$ cat src/rtl/im_loader.sv
// Boot-time instruction-memory loader: parses a length/data/checksum byte frame,
// writes big-endian 32-bit words to the memory and releases the CPU on success.
module im_loader #(
  parameter int IM_AW    = 13,
  parameter int IM_DEPTH = 8192
) (
  input  logic             cpu_clk_50M,
  input  logic             cpu_rst_n,
  input  logic             start,
  input  logic [7:0]       rx_data,
  input  logic             rx_valid,
  output logic             rx_ready,
  output logic [IM_AW-1:0] imaddr_d4,
  output logic [31:0]      imdin,
  output logic             imwe,
  output logic             imce,
  output logic             cpu_hold,
  output logic             done,
  output logic             err
);

  typedef enum logic [2:0] {
    S_IDLE, S_LEN0, S_LEN1, S_DATA, S_CHK, S_DONE, S_ERR
  } state_t;

  localparam logic [16:0] DEPTH17 = 17'(IM_DEPTH);

  state_t           state_q, state_d;
  logic [7:0]       lenhi_q, lenhi_d;
  logic [IM_AW:0]   nwords_q, nwords_d;
  logic [IM_AW:0]   wcnt_q, wcnt_d;
  logic [1:0]       bcnt_q, bcnt_d;
  logic [23:0]      buf_q, buf_d;
  logic [7:0]       chk_q, chk_d;
  logic [IM_AW-1:0] imaddr_q, imaddr_d;
  logic [31:0]      imdin_q, imdin_d;
  logic             imwe_q, imwe_d;
  logic             rx_ready_q, rx_ready_d;
  logic             done_q, done_d;
  logic             err_q, err_d;
  logic             hold_q, hold_d;

  logic             take;
  logic             clr;
  logic [15:0]      len16;

  assign take  = rx_valid && rx_ready_q;
  assign len16 = {lenhi_q, rx_data};

  always_comb begin
    state_d  = state_q;
    lenhi_d  = lenhi_q;
    nwords_d = nwords_q;
    wcnt_d   = wcnt_q;
    bcnt_d   = bcnt_q;
    buf_d    = buf_q;
    chk_d    = chk_q;
    imaddr_d = imaddr_q;
    imdin_d  = imdin_q;
    imwe_d   = 1'b0;
    clr      = 1'b0;

    unique case (state_q)
      S_IDLE, S_ERR: begin
        if (start) begin
          clr     = 1'b1;
          state_d = S_LEN0;
        end
      end
      S_LEN0: begin
        if (take) begin
          lenhi_d = rx_data;
          state_d = S_LEN1;
        end
      end
      S_LEN1: begin
        if (take) begin
          nwords_d = (IM_AW+1)'(len16);
          if ({1'b0, len16} > DEPTH17) state_d = S_ERR;
          else if (len16 == 16'd0)     state_d = S_CHK;
          else                         state_d = S_DATA;
        end
      end
      S_DATA: begin
        if (take) begin
          chk_d  = chk_q ^ rx_data;
          bcnt_d = bcnt_q + 2'd1;
          buf_d  = {buf_q[15:0], rx_data};
          // Fourth byte bypasses the buffer straight into imdin, so the buffer
          // never stalls the stream.
          if (bcnt_q == 2'd3) begin
            imdin_d  = {buf_q, rx_data};
            imaddr_d = wcnt_q[IM_AW-1:0];
            imwe_d   = 1'b1;
            wcnt_d   = wcnt_q + (IM_AW+1)'(1);
            if (wcnt_d == nwords_q) state_d = S_CHK;
          end
        end
      end
      S_CHK: begin
        if (take) state_d = (rx_data == chk_q) ? S_DONE : S_ERR;
      end
      default: ;
    endcase

    if (clr) begin
      lenhi_d  = '0;
      nwords_d = '0;
      wcnt_d   = '0;
      bcnt_d   = '0;
      buf_d    = '0;
      chk_d    = '0;
    end

    rx_ready_d = (state_d == S_LEN0) || (state_d == S_LEN1) ||
                 (state_d == S_DATA) || (state_d == S_CHK);
    done_d     = (state_d == S_DONE);
    err_d      = (state_d == S_ERR);
    hold_d     = (state_d != S_DONE);
  end

  always_ff @(posedge cpu_clk_50M or negedge cpu_rst_n) begin
    if (!cpu_rst_n) begin
      state_q    <= S_IDLE;
      lenhi_q    <= '0;
      nwords_q   <= '0;
      wcnt_q     <= '0;
      bcnt_q     <= '0;
      buf_q      <= '0;
      chk_q      <= '0;
      imaddr_q   <= '0;
      imdin_q    <= '0;
      imwe_q     <= 1'b0;
      rx_ready_q <= 1'b0;
      done_q     <= 1'b0;
      err_q      <= 1'b0;
      hold_q     <= 1'b1;
    end else begin
      state_q    <= state_d;
      lenhi_q    <= lenhi_d;
      nwords_q   <= nwords_d;
      wcnt_q     <= wcnt_d;
      bcnt_q     <= bcnt_d;
      buf_q      <= buf_d;
      chk_q      <= chk_d;
      imaddr_q   <= imaddr_d;
      imdin_q    <= imdin_d;
      imwe_q     <= imwe_d;
      rx_ready_q <= rx_ready_d;
      done_q     <= done_d;
      err_q      <= err_d;
      hold_q     <= hold_d;
    end
  end

  assign rx_ready  = rx_ready_q;
  assign imaddr_d4 = imaddr_q;
  assign imdin     = imdin_q;
  assign imwe      = imwe_q;
  assign imce      = imwe_q;
  assign cpu_hold  = hold_q;
  assign done      = done_q;
  assign err       = err_q;

endmodule

$ cat config.mk
export PLATFORM = sky130hd
export DESIGN_NAME = im_loader
export DESIGN_NICKNAME = d
export VERILOG_FILES = /design/src/rtl/im_loader.sv
export SDC_FILE = /design/constraint.sdc
export NUM_CORES = 1
export LEC_CHECK = 0
export ABC_AREA = 1
export CORE_MARGIN = 2
export CORE_UTILIZATION = 42
export DETAILED_ROUTE_END_ITERATION = 6
export PLACE_DENSITY = 0.62
export REMOVE_ABC_BUFFERS = 1
export SYNTH_ARGS = -nofsm -noshare
export SYNTH_HDL_FRONTEND = slang
export SYNTH_SLANG_ARGS = --single-unit
$ cat constraint.sdc
create_clock -name cpu_clk_50M -period 3.7 [get_ports cpu_clk_50M]
set_clock_uncertainty 0.2 [all_clocks]
set_input_delay 0.555 -clock cpu_clk_50M [delete_from_list [all_inputs] [get_ports cpu_clk_50M]]
set_output_delay 0.555 -clock cpu_clk_50M [all_outputs]
set_load 0.005 [all_outputs]
==> results.json, run 1 <==
{
  "outcome": "completed",
  "synth_largest_area_cell": "dfrtp_1",
  "drive_gt1_share_pct": 7.07,
  "setup_viol": 0,
  "critPathMaxStageDelay_ns": 0.45,
  "place_ws_ns": 0.673,
  "cp-start-kind": "register",
  "crit_slowest_cell": "inv_1",
  "via_per_inst": 5.03,
  "die-area_mm2": 0.0138,
  "synth_top_cell_area_share_pct": 56.5,
  "drt-met1-wl_mm": 6.04,
  "layout_worst_path_cycle_share_pct": 72.9,
  "fin_cells": 879,
  "synth_common_cells": "200 x nand2_1, 122 x dfrtp_1, 89 x o21ai_0",
  "synth_edf_count": 0,
  "clock_sinks": 123,
  "yosysUniqueCellTypes": 34,
  "row_count": 41,
  "worst-setup-path-type": "register to register",
  "worst_pin_slew_ns": 0.832,
  "highest_layer": "met4",
  "cts-root-buf": "clkbuf_16",
  "synthesis.area_mm2": 0.00541,
  "drc": 0,
  "finalWirelength_mm": 12.8,
  "start_util_pct": 42.9,
  "synthCells": 627,
  "cts_post_setup_buffers_inserted": 0,
  "grt_pass1_vias": 4393,
  "final_nets": 708,
  "dpl_cell_area_mm2": 0.00620,
  "coreArea_mm2": 0.0126,
  "cts_tree": "done",
  "area_growth_pct": 25.6,
  "hold_path_class": "input pin to asynchronous set/reset pin",
  "ys_top_cells_by_area": "dfrtp_1 56%, nand2_1 14%, o21ai_0 8.2%, inv_1 4.0%, nand3_1 3.1%",
  "finalCriticalPeriod_ns": 2.70,
  "yosysMostFrequentCell": "nand2_1",
  "cts_buffers": 17,
  "reg2reg_from": "state_q[2]",
  "dp_cells": 847,
  "drv_slew": 0,
  "grt_pass1_wl_mm": 21.7,
  "firstDrtPassIters": 5,
  "crit_path_start": "state_q[2]",
  "cp-end-kind": "register",
  "cp.required_ns": 3.80,
  "dieHeight_um": 117,
  "rsz0062_at_grt": "false",
  "cts-resized-gates": 0,
  "gr-usage-all-layers_pct": 19.7,
  "design_area_mm2": 0.00679,
  "synth-seq-cells": 123,
  "clk_pin_slew_ns": 0.05,
  "timing.fmax_mhz": 371,
  "htreeDepth": 4,
  "cp_cell_sequence": "inv_1 -> nand2_1 -> nor2_1 -> nand2_1 -> nand2_1 -> inv_1 -> a22o_1",
  "async_flop_share_pct": 100,
  "yosys_warnings": 0,
  "die_w_um": 117,
  "cts_buffer_depth": 2,
  "path_max_fanout": 24,
  "gp_congestion": 0.913,
  "hold_buffers": 0,
  "grt_remaining_overflow": 0,
  "cp_data_arrival_time_ns": 2.80,
  "seq_area_frac_synth_pct": 56.9,
  "hold_violations": 0,
  "peakVddDrop_mv": 0.230,
  "tns_ns": 0,
  "route.met2.wl_mm": 5.98,
  "leakage_nw": 3.42,
  "dp_hpwl_mm": 8.88,
  "syn-mean-instance-area_um2": 8.62,
  "antenna_found_initial": 0,
  "wl_met3_um": 563,
  "power_density_mw_per_mm2": 451,
  "crit_path_frequent_cell": "nand2_1",
  "io-pin-count": 63,
  "insertion_delay_ns": 0.42,
  "detail-route-antenna-nets": 0,
  "dr_total_vias": 4417,
  "wire_per_inst_um": 14.6,
  "synth-main-ff-cell": "dfrtp_1",
  "relSlewSlack_pct": 44.5,
  "grt_max_degree": 67,
  "cap_violations": 0,
  "port_buffers": 62,
  "fin_ws_ns": 1.00,
  "n_antenna_cell": 0,
  "first_iter_violations": 345
}
==> state kept, by name (all words and copies together), names as in the netlist <==
name / count
imdin: 32
buf_q: 24
nwords_q: 14
wcnt_q: 14
imaddr_d4: 13
chk_q: 8
lenhi_q: 8
state_q: 3
bcnt_q: 2
cpu_hold: 1
done: 1
err: 1
imce: 1
rx_ready: 1
==> power breakdown <==
group          switching, mW  internal, mW  leakage (nW)  total (mW)
Clock                  0.570          1.09         0.288        1.66
Sequential                 0          1.35          1.55        1.35
Combinational         0.0440        0.0172          1.59      0.0612
==> area by class of cell <==
| class | count | area, um2 |
|---|---|---|
| Timing Repair Buffer | 68 | 663 |
| Fill cell | 1231 | 5830 |
| Clock buffer | 24 | 472 |
| Tap cell | 172 | 215 |
| Clock inverter | 8 | 118 |
| Inverter | 60 | 225 |
| Sequential cell | 123 | 3080 |
| Multi-Input combinational cell | 424 | 2020 |
==> critical path: cells and delay by family (launching register included) <==
kind                   cells  cell delay, ns
and+or+nand+nor            4            1.09
AOI/OAI and AO/OA          1            0.31
buffers and inverters      2            0.55
DFF                        1            0.42
==> kinds of logic (layout without fill, tap and decap cells) <==
group                    count (synthesis)  in the layout  share of synthesized area (%)
buffers and inverters                   80            160                           5.72
flip-flops                             123            123                           56.9
XOR/XNOR                                13             13                           2.36
AND/OR/NAND/NOR                        292            292                           22.9
AO/OA/AOI/OAI                          117            117                           11.7
adder cells (fa/ha/maj)                  2              2                          0.463
==> path summary, 6_finish.rpt <==
path | depth (start not counted) | endpoint | slack (ns)
max | 7 | bcnt_q[1] | 1.00
min | 1 | buf_q[19] | 0.04
max reg2reg | 7 | bcnt_q[1] | 1.00
min reg2reg | 2 | buf_q[10] | 0.27
max in group asynchronous | 2 | imaddr_d4[9] | 2.40
min in group cpu_clk_50M | 2 | buf_q[10] | 0.27
==> layer usage <==
metal / global-route usage (%) / up-vias
li1: - / 2172
met1: 26.7 / 2121
met2: 31.3 / 109
met3: 4.51 / 15
met4: 7.00 / 0
met5: 0 / -
==> layout by cell type, fill, tap and decap left out, types with 3 or more instances in the layout <==
cell / n
clkbuf_1: 5
xnor2_1: 8
a21oi_1: 5
nand2_1: 199
o22ai_1: 11
bufinv_16: 3
clkbuf_16: 17
nor2_2: 3
clkinv_2: 4
buf_4: 7
a22o_1: 3
o31ai_1: 6
inv_1: 58
o21ai_0: 89
nand2_2: 6
xor2_1: 4
nand3_1: 34
dfrtp_1: 122
clkdlybuf4s50_1: 61
nor2_1: 30
nand3b_1: 7
nand4_1: 3
==> metrics by stage <==
stage | utilization [%] | power (mW) | hold slack [ns]
floorplan | - | 1.38 | 0.0594
global placement | 49.2 | 1.43 | 0.258
detailed placement | 49.2 | 1.43 | 0.261
CTS | 53.8 | 3.10 | 0.0732
global route | 53.8 | 3.16 | 0.110
finish | 53.8 | 3.07 | 0.0355
Power figures use the tool's default switching activity.
==> run 2, diff against run 1 <==
PLACE_DENSITY = 0.64   (was 0.62)
clock period = 2.3 ns   (was 3.7 ns; I/O delays follow)
==> results.json, run 2 (synthesis gave the netlist of run 1 again) <==
{
  "grt_max_degree": 74,
  "r2r_cells": 16,
  "antenna_found_initial": 0,
  "cts_buffers": 17,
  "finalWirelength_mm": 13.0,
  "port_buffers": 62,
  "cp.required_ns": 2.41,
  "outcome": "finished with violations",
  "finalCriticalPeriod_ns": 2.35,
  "start_util_pct": 42.9,
  "peakVddDrop_mv": 0.408,
  "area_growth_pct": 35.2,
  "cap_violations": 0,
  "cts_buffer_depth": 2,
  "leakage_nw": 3.66,
  "die_w_um": 117,
  "hold_path_class": "input pin to asynchronous set/reset pin",
  "drive_gt1_share_pct": 16.0,
  "grt_remaining_overflow": 0,
  "wire_per_inst_um": 14.2,
  "cp_cell_sequence": "buf_6 -> clkinvlp_4 -> nor2_4 -> nand2_2 -> nor2_1 -> nand2_1 -> nand3b_1 -> nand3_1 -> nor2_2 -> nand3_1 -> nand2_2 -> nand2_1 -> nand2_2 -> nand3_2 -> nand2_1 -> inv_1",
  "dp_cells": 876,
  "fin_ws_ns": -0.0460,
  "htreeDepth": 4,
  "dp_hpwl_mm": 9.02,
  "clk_pin_slew_ns": 0.06,
  "gp_congestion": 0.916,
  "crit_family": "simple AND/OR/NAND/NOR gates",
  "rsz0062_at_grt": "true",
  "cp_data_arrival_time_ns": 2.45,
  "worst_pin_slew_ns": 0.398,
  "worst-setup-path-type": "register to register",
  "n_antenna_cell": 0,
  "path_max_fanout": 6,
  "final_common_cell": "nand2_1",
  "drv_slew": 0,
  "crit_buf_inv": 3,
  "timing.fmax_mhz": 426,
  "clock_sinks": 123,
  "largest_register_ffs": 32,
  "violations": "setup timing",
  "die-area_mm2": 0.0138,
  "final_nets": 745,
  "dr_total_vias": 4562,
  "first_iter_violations": 335,
  "io-pin-count": 63,
  "final_cell_mix": "189 x nand2_1, 121 x dfrtp_1, 89 x o21ai_0, 61 x clkdlybuf4s50_1, 57 x inv_1",
  "cts-root-buf": "clkbuf_16",
  "firstDrtPassIters": 5,
  "coreArea_mm2": 0.0126,
  "layout_worst_path_cycle_share_pct": 102,
  "grt_pass1_wl_mm": 21.6,
  "relSlewSlack_pct": 73.5,
  "grt_pass1_vias": 4539,
  "r2r_end": "rx_ready",
  "crit_slowest_cell": "dfrtp_1",
  "critPathMaxStageDelay_ns": 0.40,
  "hold_violations": 0,
  "r2r_setup_slack_ns": -0.05,
  "drc": 0,
  "gr-usage-all-layers_pct": 19.4,
  "via_per_inst": 4.98,
  "cp-start-kind": "register",
  "insertion_delay_ns": 0.41,
  "dieHeight_um": 117,
  "cp-end-kind": "register",
  "tns_ns": -0.0970,
  "cts_tree": "done",
  "fin_cells": 916,
  "reg2reg_from": "wcnt_q[0]",
  "row_count": 41,
  "power_density_mw_per_mm2": 680,
  "detail-route-antenna-nets": 0,
  "setup_viol": 3,
  "nFillCells": 1148
}
## run 2: cell types whose count changed in the layout (fill, tap and decap cells not counted), sizes merged
cell,change
clkinvlp,+4
clkbuf,-2
dlygate4sd3,+1
inv,-1
buf,+36
bufinv,-1
## run 2: power breakdown
part | internal, mW | switching, mW
clock network | 1.73 | 0.955
registers | 2.17 | 0
logic | 0.0422 | 0.0711
total | 3.94 | 1.03
## run 2: worst max-delay path by stage
stage	slack [ns]	to	cells past startpoint	from
floorplan	-0.88	wcnt_q[0]	7	bcnt_q[0]
global placement	-0.10	rx_ready	16	rx_valid
detailed placement	-0.17	rx_ready	16	rx_valid
CTS	0.005	rx_ready	16	wcnt_q[1]
global route	-0.21	rx_ready	16	wcnt_q[0]
finish	-0.05	rx_ready	16	wcnt_q[0]
## run 2: stage by stage
step                      power, mW  instance area (um2)  setup slack [ns]  hold slack, ns  util (%)
after floorplan                2.22                 5320            -0.880          -0.151         -
after global placement         2.32                 6500            -0.102         -0.0445      51.5
after detailed placement       2.32                 6500            -0.167         -0.0430      51.5
after CTS                      5.00                 7130           0.00512          0.0680      56.5
after global routing           5.12                 7310            -0.211          0.0692      57.9
final                          4.97                 7310           -0.0460          0.0805      57.9
## run 2: layout make-up
class | instances | area, um2 | share of cell area [%]
repair buffers | 105 | 1030 | 14.0
well taps | 172 | 215 | 2.94
clock inverters | 10 | 114 | 1.56
multi-input cells | 424 | 2150 | 29.4
clock buffers | 22 | 494 | 6.76
inverters | 60 | 229 | 3.13
flip-flops and latches | 123 | 3080 | 42.1
## run 2: routing by layer
layer / global-route usage [%] / part of all wire, %
met3: 4.41 / 3.7
met2: 31.5 / 48
met5: 0 / 0
met4: 7.45 / 1.6
met1: 25.5 / 47
## run 2: timing repair
item	in CTS	in global routing
resized for setup	3	33
endpoints found under the hold margin	122	0
buffers inserted	0	7
pin swaps	0	14
hold buffers	1	0
endpoints found under the setup margin	1	5
